==> src/rtl/word_byte_transfer_unit_pkg.sv <==
// Shared op/state encodings and sizing helper for the word/byte transfer unit.
package wtu_pkg;

    localparam logic OP_LOAD  = 1'b0;
    localparam logic OP_STORE = 1'b1;

    typedef enum logic {
        ST_IDLE = 1'b0,
        ST_XFER = 1'b1
    } state_e;

    function automatic int unsigned idx_width(input int unsigned data_width);
        int unsigned n;
        n = data_width / 8;
        return (n > 1) ? $clog2(n) : 1;
    endfunction

endpackage

==> src/rtl/word_byte_transfer_unit_if.sv <==
// Datapath/memory bus of the word/byte transfer unit; NextAddr exists only with WTU_AUTOINC_EN.
interface word_byte_transfer_unit_if #(
    parameter int unsigned DATA_WIDTH = 16,
    parameter int unsigned ADDR_WIDTH = 16
);
    logic                  Start;
    logic                  Op;
    logic [ADDR_WIDTH-1:0] BaseAddr;
    logic [DATA_WIDTH-1:0] WrData;
    logic [DATA_WIDTH-1:0] RdData;
    logic                  Busy;
    logic                  Done;
    logic [ADDR_WIDTH-1:0] Mem_Address;
    logic [7:0]            Mem_Data;
    logic                  Mem_WR;
    logic                  Mem_CS;
    logic [7:0]            MemOut;
`ifdef WTU_AUTOINC_EN
    logic [ADDR_WIDTH-1:0] NextAddr;

    modport slave  (input  Start, Op, BaseAddr, WrData, MemOut,
                    output RdData, Busy, Done, Mem_Address, Mem_Data, Mem_WR, Mem_CS, NextAddr);
    modport master (output Start, Op, BaseAddr, WrData, MemOut,
                    input  RdData, Busy, Done, Mem_Address, Mem_Data, Mem_WR, Mem_CS, NextAddr);
`else
    modport slave  (input  Start, Op, BaseAddr, WrData, MemOut,
                    output RdData, Busy, Done, Mem_Address, Mem_Data, Mem_WR, Mem_CS);
    modport master (output Start, Op, BaseAddr, WrData, MemOut,
                    input  RdData, Busy, Done, Mem_Address, Mem_Data, Mem_WR, Mem_CS);
`endif
endinterface

==> src/rtl/word_byte_transfer_unit_byte_lane_select.sv <==
// Maps byte index to word lane: store byte mux plus one-hot load lane enable.
module byte_lane_select
    import wtu_pkg::*;
#(
    parameter int unsigned DATA_WIDTH = 16,
    parameter bit          BIG_ENDIAN = 1'b0,
    localparam int unsigned N     = DATA_WIDTH / 8,
    localparam int unsigned IDX_W = idx_width(DATA_WIDTH)
) (
    input  logic [IDX_W-1:0]      idx,
    input  logic [DATA_WIDTH-1:0] wr_word,
    output logic [7:0]            wr_byte,
    output logic [N-1:0]          lane_we
);

    int unsigned idx_u;
    int unsigned lane;

    always_comb begin
        wr_byte = '0;
        lane_we = '0;
        idx_u   = 32'(idx);
        lane    = BIG_ENDIAN ? (N - 1 - idx_u) : idx_u;
        for (int unsigned l = 0; l < N; l++) begin
            if (l == lane) begin
                wr_byte    = wr_word[8*l +: 8];
                lane_we[l] = 1'b1;
            end
        end
    end

endmodule

==> src/rtl/word_byte_transfer_unit.sv <==
// Moves one DATA_WIDTH word to/from byte-wide memory over N cycles.
// Define WTU_AUTOINC_EN to add the registered NextAddr post-increment output.
module word_byte_transfer_unit
    import wtu_pkg::*;
#(
    parameter int unsigned DATA_WIDTH = 16,
    parameter int unsigned ADDR_WIDTH = 16,
    parameter bit          BIG_ENDIAN = 1'b0
) (
    input  logic                      Clock,
    input  logic                      Reset,
    word_byte_transfer_unit_if.slave  bus
);

    localparam int unsigned N     = DATA_WIDTH / 8;
    localparam int unsigned IDX_W = idx_width(DATA_WIDTH);

    state_e                state_q, state_d;
    logic [IDX_W-1:0]      idx_q, idx_d;
    logic                  op_q, op_d;
    logic [ADDR_WIDTH-1:0] addr_q, addr_d;
    logic [DATA_WIDTH-1:0] wdata_q, wdata_d;
    logic [DATA_WIDTH-1:0] asm_q, asm_d;
    logic [DATA_WIDTH-1:0] rd_q, rd_d;
    logic                  done_q, done_d;
`ifdef WTU_AUTOINC_EN
    logic [ADDR_WIDTH-1:0] next_addr_q, next_addr_d;
`endif

    logic [7:0]   lane_byte;
    logic [N-1:0] lane_we;
    logic         busy;
    logic         last;

    byte_lane_select #(
        .DATA_WIDTH (DATA_WIDTH),
        .BIG_ENDIAN (BIG_ENDIAN)
    ) u_lane (
        .idx     (idx_q),
        .wr_word (wdata_q),
        .wr_byte (lane_byte),
        .lane_we (lane_we)
    );

    assign busy = (state_q == ST_XFER);
    assign last = (idx_q == IDX_W'(N - 1));

    always_comb begin
        state_d = state_q;
        idx_d   = idx_q;
        op_d    = op_q;
        addr_d  = addr_q;
        wdata_d = wdata_q;
        asm_d   = asm_q;
        rd_d    = rd_q;
        done_d  = 1'b0;
`ifdef WTU_AUTOINC_EN
        next_addr_d = next_addr_q;
`endif
        case (state_q)
            ST_IDLE: begin
                if (bus.Start) begin
                    state_d = ST_XFER;
                    idx_d   = '0;
                    op_d    = bus.Op;
                    addr_d  = bus.BaseAddr;
                    wdata_d = bus.WrData;
                end
            end
            ST_XFER: begin
                if (op_q == OP_LOAD) begin
                    for (int unsigned l = 0; l < N; l++) begin
                        if (lane_we[l]) asm_d[8*l +: 8] = bus.MemOut;
                    end
                end
                if (last) begin
                    state_d = ST_IDLE;
                    idx_d   = '0;
                    done_d  = 1'b1;
                    // RdData takes the word including this cycle's byte, never a partial one
                    if (op_q == OP_LOAD) rd_d = asm_d;
`ifdef WTU_AUTOINC_EN
                    next_addr_d = addr_q + ADDR_WIDTH'(N);
`endif
                end else begin
                    idx_d = idx_q + IDX_W'(1);
                end
            end
            default: state_d = ST_IDLE;
        endcase
    end

    always_ff @(posedge Clock) begin
        if (Reset) begin
            state_q <= ST_IDLE;
            idx_q   <= '0;
            op_q    <= OP_LOAD;
            addr_q  <= '0;
            wdata_q <= '0;
            asm_q   <= '0;
            rd_q    <= '0;
            done_q  <= 1'b0;
`ifdef WTU_AUTOINC_EN
            next_addr_q <= '0;
`endif
        end else begin
            state_q <= state_d;
            idx_q   <= idx_d;
            op_q    <= op_d;
            addr_q  <= addr_d;
            wdata_q <= wdata_d;
            asm_q   <= asm_d;
            rd_q    <= rd_d;
            done_q  <= done_d;
`ifdef WTU_AUTOINC_EN
            next_addr_q <= next_addr_d;
`endif
        end
    end

    assign bus.Busy        = busy;
    assign bus.Done        = done_q;
    assign bus.RdData      = rd_q;
    assign bus.Mem_CS      = ~busy;
    assign bus.Mem_WR      = busy & op_q;
    assign bus.Mem_Address = busy ? (addr_q + ADDR_WIDTH'(idx_q)) : '0;
    assign bus.Mem_Data    = (busy && op_q == OP_STORE) ? lane_byte : '0;
`ifdef WTU_AUTOINC_EN
    assign bus.NextAddr    = next_addr_q;
`endif

endmodule

==> src/flat_wrapper.sv <==
// flat-port wrapper written by rule: the top's interface ports become plain ports
module word_byte_transfer_unit_flat import wtu_pkg::*;
#(
    parameter int unsigned DATA_WIDTH = 16,
    parameter int unsigned ADDR_WIDTH = 16,
    parameter bit          BIG_ENDIAN = 1'b0
)
  (Clock, Reset, bus_Start, bus_Op, bus_BaseAddr, bus_WrData, bus_MemOut, bus_RdData, bus_Busy, bus_Done, bus_Mem_Address, bus_Mem_Data, bus_Mem_WR, bus_Mem_CS);
  word_byte_transfer_unit_if #(.DATA_WIDTH(DATA_WIDTH), .ADDR_WIDTH(ADDR_WIDTH)) bus_i ();
  input  logic Clock;
  input  logic Reset;
  input wire logic [$bits(bus_i.Start)-1:0] bus_Start;
  input wire logic [$bits(bus_i.Op)-1:0] bus_Op;
  input wire logic [$bits(bus_i.BaseAddr)-1:0] bus_BaseAddr;
  input wire logic [$bits(bus_i.WrData)-1:0] bus_WrData;
  input wire logic [$bits(bus_i.MemOut)-1:0] bus_MemOut;
  output wire logic [$bits(bus_i.RdData)-1:0] bus_RdData;
  output wire logic [$bits(bus_i.Busy)-1:0] bus_Busy;
  output wire logic [$bits(bus_i.Done)-1:0] bus_Done;
  output wire logic [$bits(bus_i.Mem_Address)-1:0] bus_Mem_Address;
  output wire logic [$bits(bus_i.Mem_Data)-1:0] bus_Mem_Data;
  output wire logic [$bits(bus_i.Mem_WR)-1:0] bus_Mem_WR;
  output wire logic [$bits(bus_i.Mem_CS)-1:0] bus_Mem_CS;
  assign bus_i.Start = bus_Start;
  assign bus_i.Op = bus_Op;
  assign bus_i.BaseAddr = bus_BaseAddr;
  assign bus_i.WrData = bus_WrData;
  assign bus_i.MemOut = bus_MemOut;
  assign bus_RdData = bus_i.RdData;
  assign bus_Busy = bus_i.Busy;
  assign bus_Done = bus_i.Done;
  assign bus_Mem_Address = bus_i.Mem_Address;
  assign bus_Mem_Data = bus_i.Mem_Data;
  assign bus_Mem_WR = bus_i.Mem_WR;
  assign bus_Mem_CS = bus_i.Mem_CS;
  word_byte_transfer_unit #(.DATA_WIDTH(DATA_WIDTH), .ADDR_WIDTH(ADDR_WIDTH), .BIG_ENDIAN(BIG_ENDIAN)) u_core (.Clock(Clock), .Reset(Reset), .bus(bus_i));
endmodule
==> config.mk <==
export PLATFORM = sky130hd
export DESIGN_NAME = word_byte_transfer_unit_flat
export DESIGN_NICKNAME = d
export VERILOG_FILES = /design/src/rtl/word_byte_transfer_unit_pkg.sv /design/src/rtl/word_byte_transfer_unit_if.sv /design/src/rtl/word_byte_transfer_unit_byte_lane_select.sv /design/src/rtl/word_byte_transfer_unit.sv /design/src/flat_wrapper.sv
export SDC_FILE = /design/constraint.sdc
export NUM_CORES = 1
export LEC_CHECK = 0
export ABC_AREA = 1
export BUFFER_PORTS_ARGS = -buffer_cell sky130_fd_sc_hd__buf_2
export CORE_AREA = 2 2 87 89
export DETAILED_ROUTE_END_ITERATION = 8
export DIE_AREA = 0 0 89 91
export PLACE_DENSITY_LB_ADDON = 0.2
export SYNTH_ARGS = -nofsm -noshare
export SYNTH_HDL_FRONTEND = slang
export SYNTH_SLANG_ARGS = --single-unit
==> constraint.sdc <==
create_clock -name Clock -period 2.1 [get_ports Clock]
set_clock_uncertainty 0.05 [all_clocks]
set_input_delay 0.21 -clock Clock [delete_from_list [all_inputs] [get_ports Clock]]
set_output_delay 0.21 -clock Clock [all_outputs]
set_load 0.01 [all_outputs]
Word-level counts from Yosys, hierarchy flattened
Index checks and enable logic that the tools add are counted.
Widths: inputs -> output; s select.
{"block": "word_totals", "elab_cells": 31, "out_inout_bits": 44, "reg_bits": 68}
{"block": "op_classes", "mux": 13, "n_eq_ne": 1, "reduce_logical": 4, "bitwise_logic": 3, "addsub": 2}
{"cell": "$mux 16", "count": 2}
{"cell": "$mux 8", "count": 4}
{"cell": "$add 16x1->16", "count": 1}
{"cell": "$mux 1", "count": 5}
{"cell": "$pmux 1 s2", "count": 2}
{"cell": "$reduce_and 3->1", "count": 1}
{"cell": "$ne 2x2->1 const B", "count": 1}
{"cell": "$not 1->1", "count": 2}
{"cell": "$reduce_and 2->1", "count": 1}
{"cell": "$reduce_or 2->1", "count": 1}
{"cell": "$add 1x1->1 const B", "count": 1}
{"cell": "$and 1x1->1", "count": 1}
{"cell": "$logic_and 1x1->1", "count": 1}

Longest topological paths before layout
Gate-level depths: netlist of the first run.
{"block": "logic_depth", "word_depth": 3, "ltp_mapped": 8, "ltp_nobuf": 8}

Hierarchy
From an unflattened synthesis of the first run, not the netlist that was laid out.
{"block": "unflattened", "cells_unflattened": 508, "hier_area_um2": 3293.2}
{"mod": "word_byte_transfer_unit", "n_inst": 1, "area_per_inst_um2": 3180.6, "cells_per_inst": 481}
{"mod": "byte_lane_select", "n_inst": 1, "area_per_inst_um2": 112.6, "cells_per_inst": 27}

Least setup slack after synthesis of the first run
No wires, ideal clock.
{"block": "synth_path", "path_type": "register -> output", "start": "register u_core.addr_q[0]", "end": "output port bus_Mem_Address[9]", "arrival_ns": 1.159, "required_time_ns": 1.840, "slack_ns": 0.681, "n_path_buf": 0, "stages_incl_launch_ff": 8, "cell_sequence": "dfxtp_1 ha_1 nand2_1 nor2_1 nand2_1 o21ai_0 inv_1 nor2_1"}
{"block": "synth_between", "elab_chain_cells": 2}
{"element": "from (decl)", "line": "word_byte_transfer_unit.sv:21", "source": "logic [ADDR_WIDTH-1:0] addr_q, addr_d;"}
{"element": "from (signal assigned)", "line": "word_byte_transfer_unit.sv:110", "source": "addr_q <= addr_d;"}
{"element": "$add 16x1->16", "line": "word_byte_transfer_unit.sv:126", "source": "assign bus.Mem_Address = busy ? (addr_q + ADDR_WIDTH'(idx_q)) : '0;"}
{"element": "$mux 16", "line": "word_byte_transfer_unit.sv:126"}
{"element": "to (decl)", "line": "flat_wrapper.sv:20", "source": "output wire logic [$bits(bus_i.Mem_Address)-1:0] bus_Mem_Address;"}
No other way between the ends.

Final worst setup path of the first run
{"block": "layout_path", "start": "register u_core.state_q, in the netlist u_core.bus.Busy", "end": "output port bus_Mem_Address[8]"}
{"block": "layout_between", "elab_chain_cells": 1}
{"element": "from (decl)", "line": "word_byte_transfer_unit.sv:18", "source": "state_e state_q, state_d;"}
{"element": "from (signal assigned)", "line": "word_byte_transfer_unit.sv:107", "source": "state_q <= state_d;"}
{"element": "$mux 16", "line": "word_byte_transfer_unit.sv:126"}
No other way between the ends.

==> run summary, run 1 <==
CP startpoint kind: flop
Die extent in y: 91 um
Antenna diodes: 0
Vias in the first global route: 2593
Via-per-instance ratio: 4.72
Share of total power in the clock network: 0.448
Post-cts sizing count: 0
Max Buffers Root-to-Sink: 2
Sw Share: 0.249
Share of cells above drive strength 1: 0.240
Hold Startpoint: bus_BaseAddr[10]
Number of fill cells: 773
Switching power total: 0.730 mW
TritonRoute pass-1 iters: 5
Post-Synthesis Cells: 412
Ys Warns: 0
First-pass GRT wire length: 12100 um
CTS tree: done
Syn Std Cell Area: 2760 sq um
M1 WL: 3530 um
Initial core utilization: 0.386
Worst R2R End: u_core.op_q
Worst endpoint required time: 1.84 ns
Worst Path Arrival: 1.67 ns
Flop pwr share: 0.433
Synth top area cells: dfxtp_1, nor2_1, nand2_1
Peak Freq: 0.517 GHz
Worst-path fanout max: 20
Initial DRC count: 150
Final GP Congestion: 0.889
R2R cell count: 5
DR WL met3: 425 um
Std cell rows: 31
Antenna violations before repair: 0
Yosys top cell area share: 0.436
Cell variety after synth: 22
Routed wire length: 7390 um
Run status: complete, no violations
Root Driver: clkbuf_8
Total power draw: 2.92 mW
Placed Area: 3260 sq um
Final Max Tran Viols: 0
Yosys reg bits: 60
Detailed route wirelength on metal2: 3310 um
Area grow syn2layout: 27.9%
DP HPWL: 5270 um
Static leakage: 1.65 nW
Hold Path Class: in -> reg
Leading area contributor after synthesis: dfxtp_1
Flop2flop setup slack: 0.48 ns
Worst slew pin tran: 0.606 ns
Finished Cell Area: 3530 sq um
Cell Int Power: 2.19 mW
P per Cell Area: 829 nW/um^2
Hold depth: 3
Number of port buffers: 87
CP endpoint kind: output pin
Num CTS Buffers: 9
Register area share after synthesis: 0.436
Htree depth: 3
Post-route ant nets: 0
Syn Area/Cell: 6.69 sq um
Die Area: 8100 sq um
Setup-failing EPs final: 0
IO Pins: 88
Final #Nets: 542
Worst VDD drop: 396 uV
Worst R2R Start: u_core.bus.Busy
Largest net degree at the start of global routing: 27
Post-route minimum period: 1.93 ns
Total grt overflow: 0
Hold Crit Endpoint: u_core.addr_q[10]
Max-cap violations: 0
Top layer in use: met4
Logic pwr share: 0.119
RSZ-0062 raised after global routing: no
Clk pin slew, worst setup/hold paths: 0.07 ns
Global-route usage over all layers: 0.190
DRC Markers: 0
Hold Worst Slack: 0.0379 ns
Placeable Area: 7140 sq um
Clock Sink Count: 60
Hold_buf cts: 0
Final hold vios: 0
Setup TNS Final: 0 ns
Via count: 2829
Critical path class: reg -> out
Final period utilization: 0.921
Relative slew slack: 0.596
Post-CTS setup repair buffer count: 0
Clk_lat worst skew: 0.35 ns
Wire length per cell: 12.3 um
Syn nets: 458
Die Wd: 89 um
-- per-layer routing --
layer | global-route usage | vias to the layer above
met5 | 0 | -
met4 | 0.0784 | 0
met3 | 0.0418 | 9
met2 | 0.289 | 71
met1 | 0.259 | 1256
li1 | - | 1493
-- flip-flops by register name, summed over array words and instances (netlist names) --
register	cells
u_core.bus.RdData	16
u_core.bus.Busy	1
u_core.addr_q	16
u_core.asm_q	8
u_core.op_q	1
u_core.wdata_q	16
u_core.idx_q	1
u_core.bus.Done	1
-- cells in the final DEF, fill, tap and decap left out, drive strengths merged --
master	instances
inv	29
o21bai	2
ha	2
clkbuf	12
nand4	8
clkinv	3
buf	94
nand2	75
nand3	4
bufinv	3
a211oi	1
nor2	107
a21oi	43
o21ai	55
dfxtp	60
nor3	3
-- worst max-delay path, stage by stage, from the launching register on --
cell and delay, ns:
dfxtp_1 0.40, buf_4 0.22, inv_1 0.29, nor3_1 0.27, buf_2 0.16
-- power by group through the flow --
stage / logic (mW) / registers [mW] / clock network [mW]
after global placement: 0.343 / 1.29 / 0
final: 0.347 / 1.27 / 1.31
after detailed placement: 0.347 / 1.29 / 0
after CTS: 0.349 / 1.27 / 1.34
after global routing: 0.396 / 1.28 / 1.39
after floorplan: 0.231 / 1.28 / 0
-- through the flow --
step	std cells	setup WS [ns]	utilization
global placement	584	0.463	0.457
floorplan	412	0.681	-
CTS	600	0.0609	0.492
detailed placement	584	0.442	0.457
finish	600	0.167	0.494
global route	600	0.00730	0.494
-- final cells by class --
type,instances,area [sq um],share of cell area
tap,99,124,0.0351
inverter,31,116,0.0330
clock buffer,12,155,0.0440
clock inverter,4,95.1,0.0270
multi-input combinational,300,1350,0.382
sequential,60,1200,0.340
timing repair buffer,94,488,0.138
-- logic make-up (layout without fill, tap and decap cells) --
family	count (synthesis)	in the layout	share of synthesized area
adder cells (fa/ha/maj)	2	2	0.00907
buffers and inverters	52	141	0.0817
flip-flops	60	60	0.436
AND/OR/NAND/NOR	197	197	0.288
AO/OA/AOI/OAI	101	101	0.186
-- worst max-delay path by stage --
stage / slack, ns / end / cells past startpoint / startpoint
floorplan: 0.68 / bus_Mem_Address[9] / 7 / u_core.addr_q[0]
global placement: 0.46 / bus_Mem_Address[9] / 9 / u_core.idx_q
detailed placement: 0.44 / u_core.addr_q[2] / 5 / u_core.bus.Busy
CTS: 0.06 / bus_Mem_Address[9] / 9 / u_core.addr_q[0]
global route: 0.007 / bus_Mem_Address[6] / 8 / u_core.addr_q[0]
finish: 0.17 / bus_Mem_Address[8] / 4 / u_core.bus.Busy
-- cell usage after synthesis --
cell type,number
o21ai_1,8
nand3_1,4
o21ai_0,47
nor2_1,104
a211oi_1,1
buf_2,8
nand2_1,74
a21oi_1,43
buf_6,1
dfxtp_1,60
clkbuf_2,1
nand2_2,1
clkbuf_1,8
nor2_4,3
buf_4,3
clkinv_1,2
o21bai_1,2
nor3_1,3
ha_1,2
inv_2,2
inv_1,27
nand4_1,8
(Power assumes the default switching activity.)
==> inputs of run 2 (changes only) <==
Settings changed: CORE_AREA 2 2 87 89 to 2 2 94 96, DIE_AREA 0 0 89 91 to 0 0 96 98, GPL_ROUTABILITY_DRIVEN from default to 0, SYNTH_HIERARCHICAL from default to 1.
==> run 2 against run 1 <==
  * Routed wire length up 14%
  * Combinational power up 30%
  * Utilization down 2.7 points
  * First-iteration DRC count down 27%
  * Die area up 16%
  * Sequential share of layout area up 0.44 points
  * Sequential power up 14%
  * Synthesized area up 19%
  * Critical path depth up 6
  * Power down 1.7%
  * Global-route usage up 0.21 points
  * Hold slack better by 0.0031 ns
  * Critical endpoint is now bus_Mem_Address[9]
  * Largest cell class unchanged
==> run summary, run 2 <==
Die Wd: 96 um (+7.9%)
Root Driver: clkbuf_8
Setup-failing EPs final: 0 (unchanged)
Total grt overflow: 0 (unchanged)
Area share of fa/ha/maj cells after synthesis: 0.00760 (-0.00148)
Post-cts sizing count: 0 (unchanged)
Hold_buf cts: 0 (unchanged)
Clock Sink Count: 68 (+13%)
EDFF count, synth: 0 (unchanged)
Yosys top cell area share: 0.413 (-0.0222)
Worst path max stage delay: 0.35 ns (-0.05 ns)
Post-synth ARST share: 0 (unchanged)
Cell Int Power: 2.07 mW (-5.8%)
Final #Nets: 632 (+17%)
Hold Path Class: in -> reg
IO Pins: 88 (unchanged)
Syn Std Cell Area: 3290 sq um (+19%)
Peak Freq: 0.513 GHz (-0.82%)
Max-cap violations: 0 (unchanged)
Via count: 3235 (+14%)
Logic pwr share: 0.157 (+0.038)
Placeable Area: 8470 sq um (+19%)
CP endpoint kind: output pin
Initial core utilization: 0.389 (+0.00261)
TritonRoute pass-1 iters: 4 (-1)
Antenna diodes: 0 (unchanged)
Max Buffers Root-to-Sink: 2 (unchanged)
Final Non-Filler Cells: 697 (+16%)
Yosys reg bits: 68 (+13%)
CP startpoint kind: flop
Clk pin slew, worst setup/hold paths: 0.07 ns (about the same)
Die extent in y: 98 um (+7.7%)
Leading area contributor after synthesis: dfxtp_1
Worst VDD drop: 373 uV (-5.6%)
Commonest non-fill, non-tap cells in the layout: nor2_1, buf_2, nand2_1
Register area share after synthesis: 0.413 (-0.0222)
Final WS setup: 0.151 ns (-0.0160 ns)
Most frequent cell after synthesis: nor2_1
Simple-Gate Fraction of Synth Area: 0.297 (+0.00945)
P per Cell Area: 727 nW/um^2 (-12%)
Std cell rows: 34 (+9.7%)
Critical path class: reg -> out
Antenna violations before repair: 0 (unchanged)
Share of cells above drive strength 1: 0.207 (-0.0324)
Largest net degree at the start of global routing: 47 (+74%)
CP max-delay cell: dfxtp_2
Final hold vios: 0 (unchanged)
Post-route ant nets: 0 (unchanged)
Synth cell count leaders: nor2_1, nand2_1, dfxtp_1, o21ai_0, inv_1
Post-Synth XOR/XNOR Area: 0 (unchanged)
Placed Cells: 683 (+17%)
Syn Area/Cell: 6.48 sq um (-3.1%)
Routed wire length: 8410 um (+14%)
First-pass GRT wire length: 14300 um (+19%)
Sw Share: 0.281 (+0.0313)
Post-CTS setup repair buffer count: 0 (unchanged)
Setup TNS Final: 0 ns (unchanged)
Cell variety after synth: 22 (unchanged)
DP Worst Slack: 0.409 ns (-0.0333 ns)
Share of total power in the clock network: 0.339 (-0.109)
Syn nets: 554 (+21%)
Worst Path Arrival: 1.69 ns (+0.02 ns)
Static leakage: 2.05 nW (+24%)
Worst slew pin tran: 0.412 ns (-0.194 ns)
Final period utilization: 0.928 (+0.00761)
Run status: complete, no violations
Synth Area in Compound Gates: 0.163 (-0.0234)
Cells along the critical path: ha_1 > nand2_2 > inv_1 > nand2_1 > nor2_2 > nand2_1 > nand2_1 > inv_1 > nor2_1 > buf_2
Crit path max-delay family: simple AND/OR/NAND/NOR gates
Wire length per cell: 12.1 um (-2.1%)
DRC Markers: 0 (unchanged)
Worst endpoint required time: 1.84 ns (about the same)
Top FF cell, synth: dfxtp_1
Main combinational cell family by area after synthesis: simple AND/OR/NAND/NOR gates
Multiplexer share of the synthesized area: 0 (unchanged)
Synth top area cells: dfxtp_1, nor2_1, o21ai_0
DP HPWL: 5820 um (+10%)
Via-per-instance ratio: 4.64 (-1.6%)
CTS tree: done
Clk_lat worst skew: 0.34 ns (about the same)
Worst-path fanout max: 4 (-80%)
Die Area: 9410 sq um (+16%)
Final Max Tran Viols: 0 (unchanged)
Area grow syn2layout: 20.1%
Htree depth: 3 (unchanged)
Post-route minimum period: 1.95 ns (+0.0160 ns)
Ys Warns: 6 (+6)
Most common cell after layout, fill and taps aside: nor2_1
RSZ-0062 raised after global routing: no
Switching power total: 0.807 mW (+11%)
Relative slew slack: 0.725 (+0.129)
Post-Synthesis Cells: 508 (+23%)
Flop pwr share: 0.504 (+0.071)
Num CTS Buffers: 9 (unchanged)
Initial DRC count: 110 (-27%)
Critical path buffers and inverters: 3 (unchanged)
Most used cell, CP: nand2_1
Vias in the first global route: 3126 (+21%)
Number of port buffers: 87 (unchanged)
Global-route usage over all layers: 0.192 (+0.00212)
[run 2: changes by cell type after synthesis, sizes merged]
cell    change
nand2      +10
clkinv      -2
nand4       -8
buf         +5
inv        +34
o21ai      +31
nor3        +1
a21oi      -25
dfxtp       +8
a211oi      -1
nand3       +1
clkbuf      -1
nor2       +43
[run 2: area by class of cell]
type	count	area [sq um]
fill	895	4510
multi-input combinational	352	1550
sequential	68	1360
timing repair buffer	92	489
inverter	63	236
clock buffer	13	169
tap	108	135
clock inverter	1	7.51
[run 2: power groups by stage]
stage               registers [mW]  clock network [mW]  logic [mW]
floorplan                     1.47                   0       0.322
global placement              1.48                   0       0.446
detailed placement            1.48                   0       0.450
CTS                           1.45                1.01       0.453
global route                  1.46                1.07       0.526
finish                        1.45               0.975       0.450
[run 2: worst reg2reg max path, cell delays in order (launching register included)]
cell and delay, ns:
dfxtp_1 0.52, nor2_8 0.14, inv_2 0.35, buf_4 0.30
nor2_1 0.07, nor2_1 0.10
[run 2: kinds of logic after synthesis]
family | Yosys count
and+or+nand+nor | 244
AOI/OAI and AO/OA | 106
buffers and inverters | 88
DFF | 68
adders and majority gates | 2
[run 2: path summary, 6_finish.rpt]
kind                           from            endpoint  slack, ns  depth (start not counted)
setup / recovery       u_core/idx_q  bus_Mem_Address[9]       0.15                         10
hold reg to reg   u_core/addr_q[12]   u_core/addr_q[12]       0.45                          2
hold / removal       bus_WrData[14]  u_core/wdata_q[14]       0.04                          3
setup reg to reg    u_core/bus.Busy   u_core/wdata_q[0]       0.51                          5
[run 2: metrics by stage]
stage                     area, sq um  utilization  hold WS [ns]  power, mW
after floorplan                  3290            -         0.295       1.79
after global placement           3760        0.444         0.384       1.92
after detailed placement         3760        0.444         0.393       1.93
after CTS                        3930        0.465        0.0247       2.91
after global routing             3960        0.467        0.0408       3.06
final                            3960        0.467        0.0410       2.87
[run 2: layer usage]
metal,GRT usage,vias to the layer above,share of wire
li1,-,1720,-
met5,0,-,0
met4,0.0824,0,0.021
met3,0.0363,14,0.048
met2,0.316,73,0.46
met1,0.243,1428,0.47
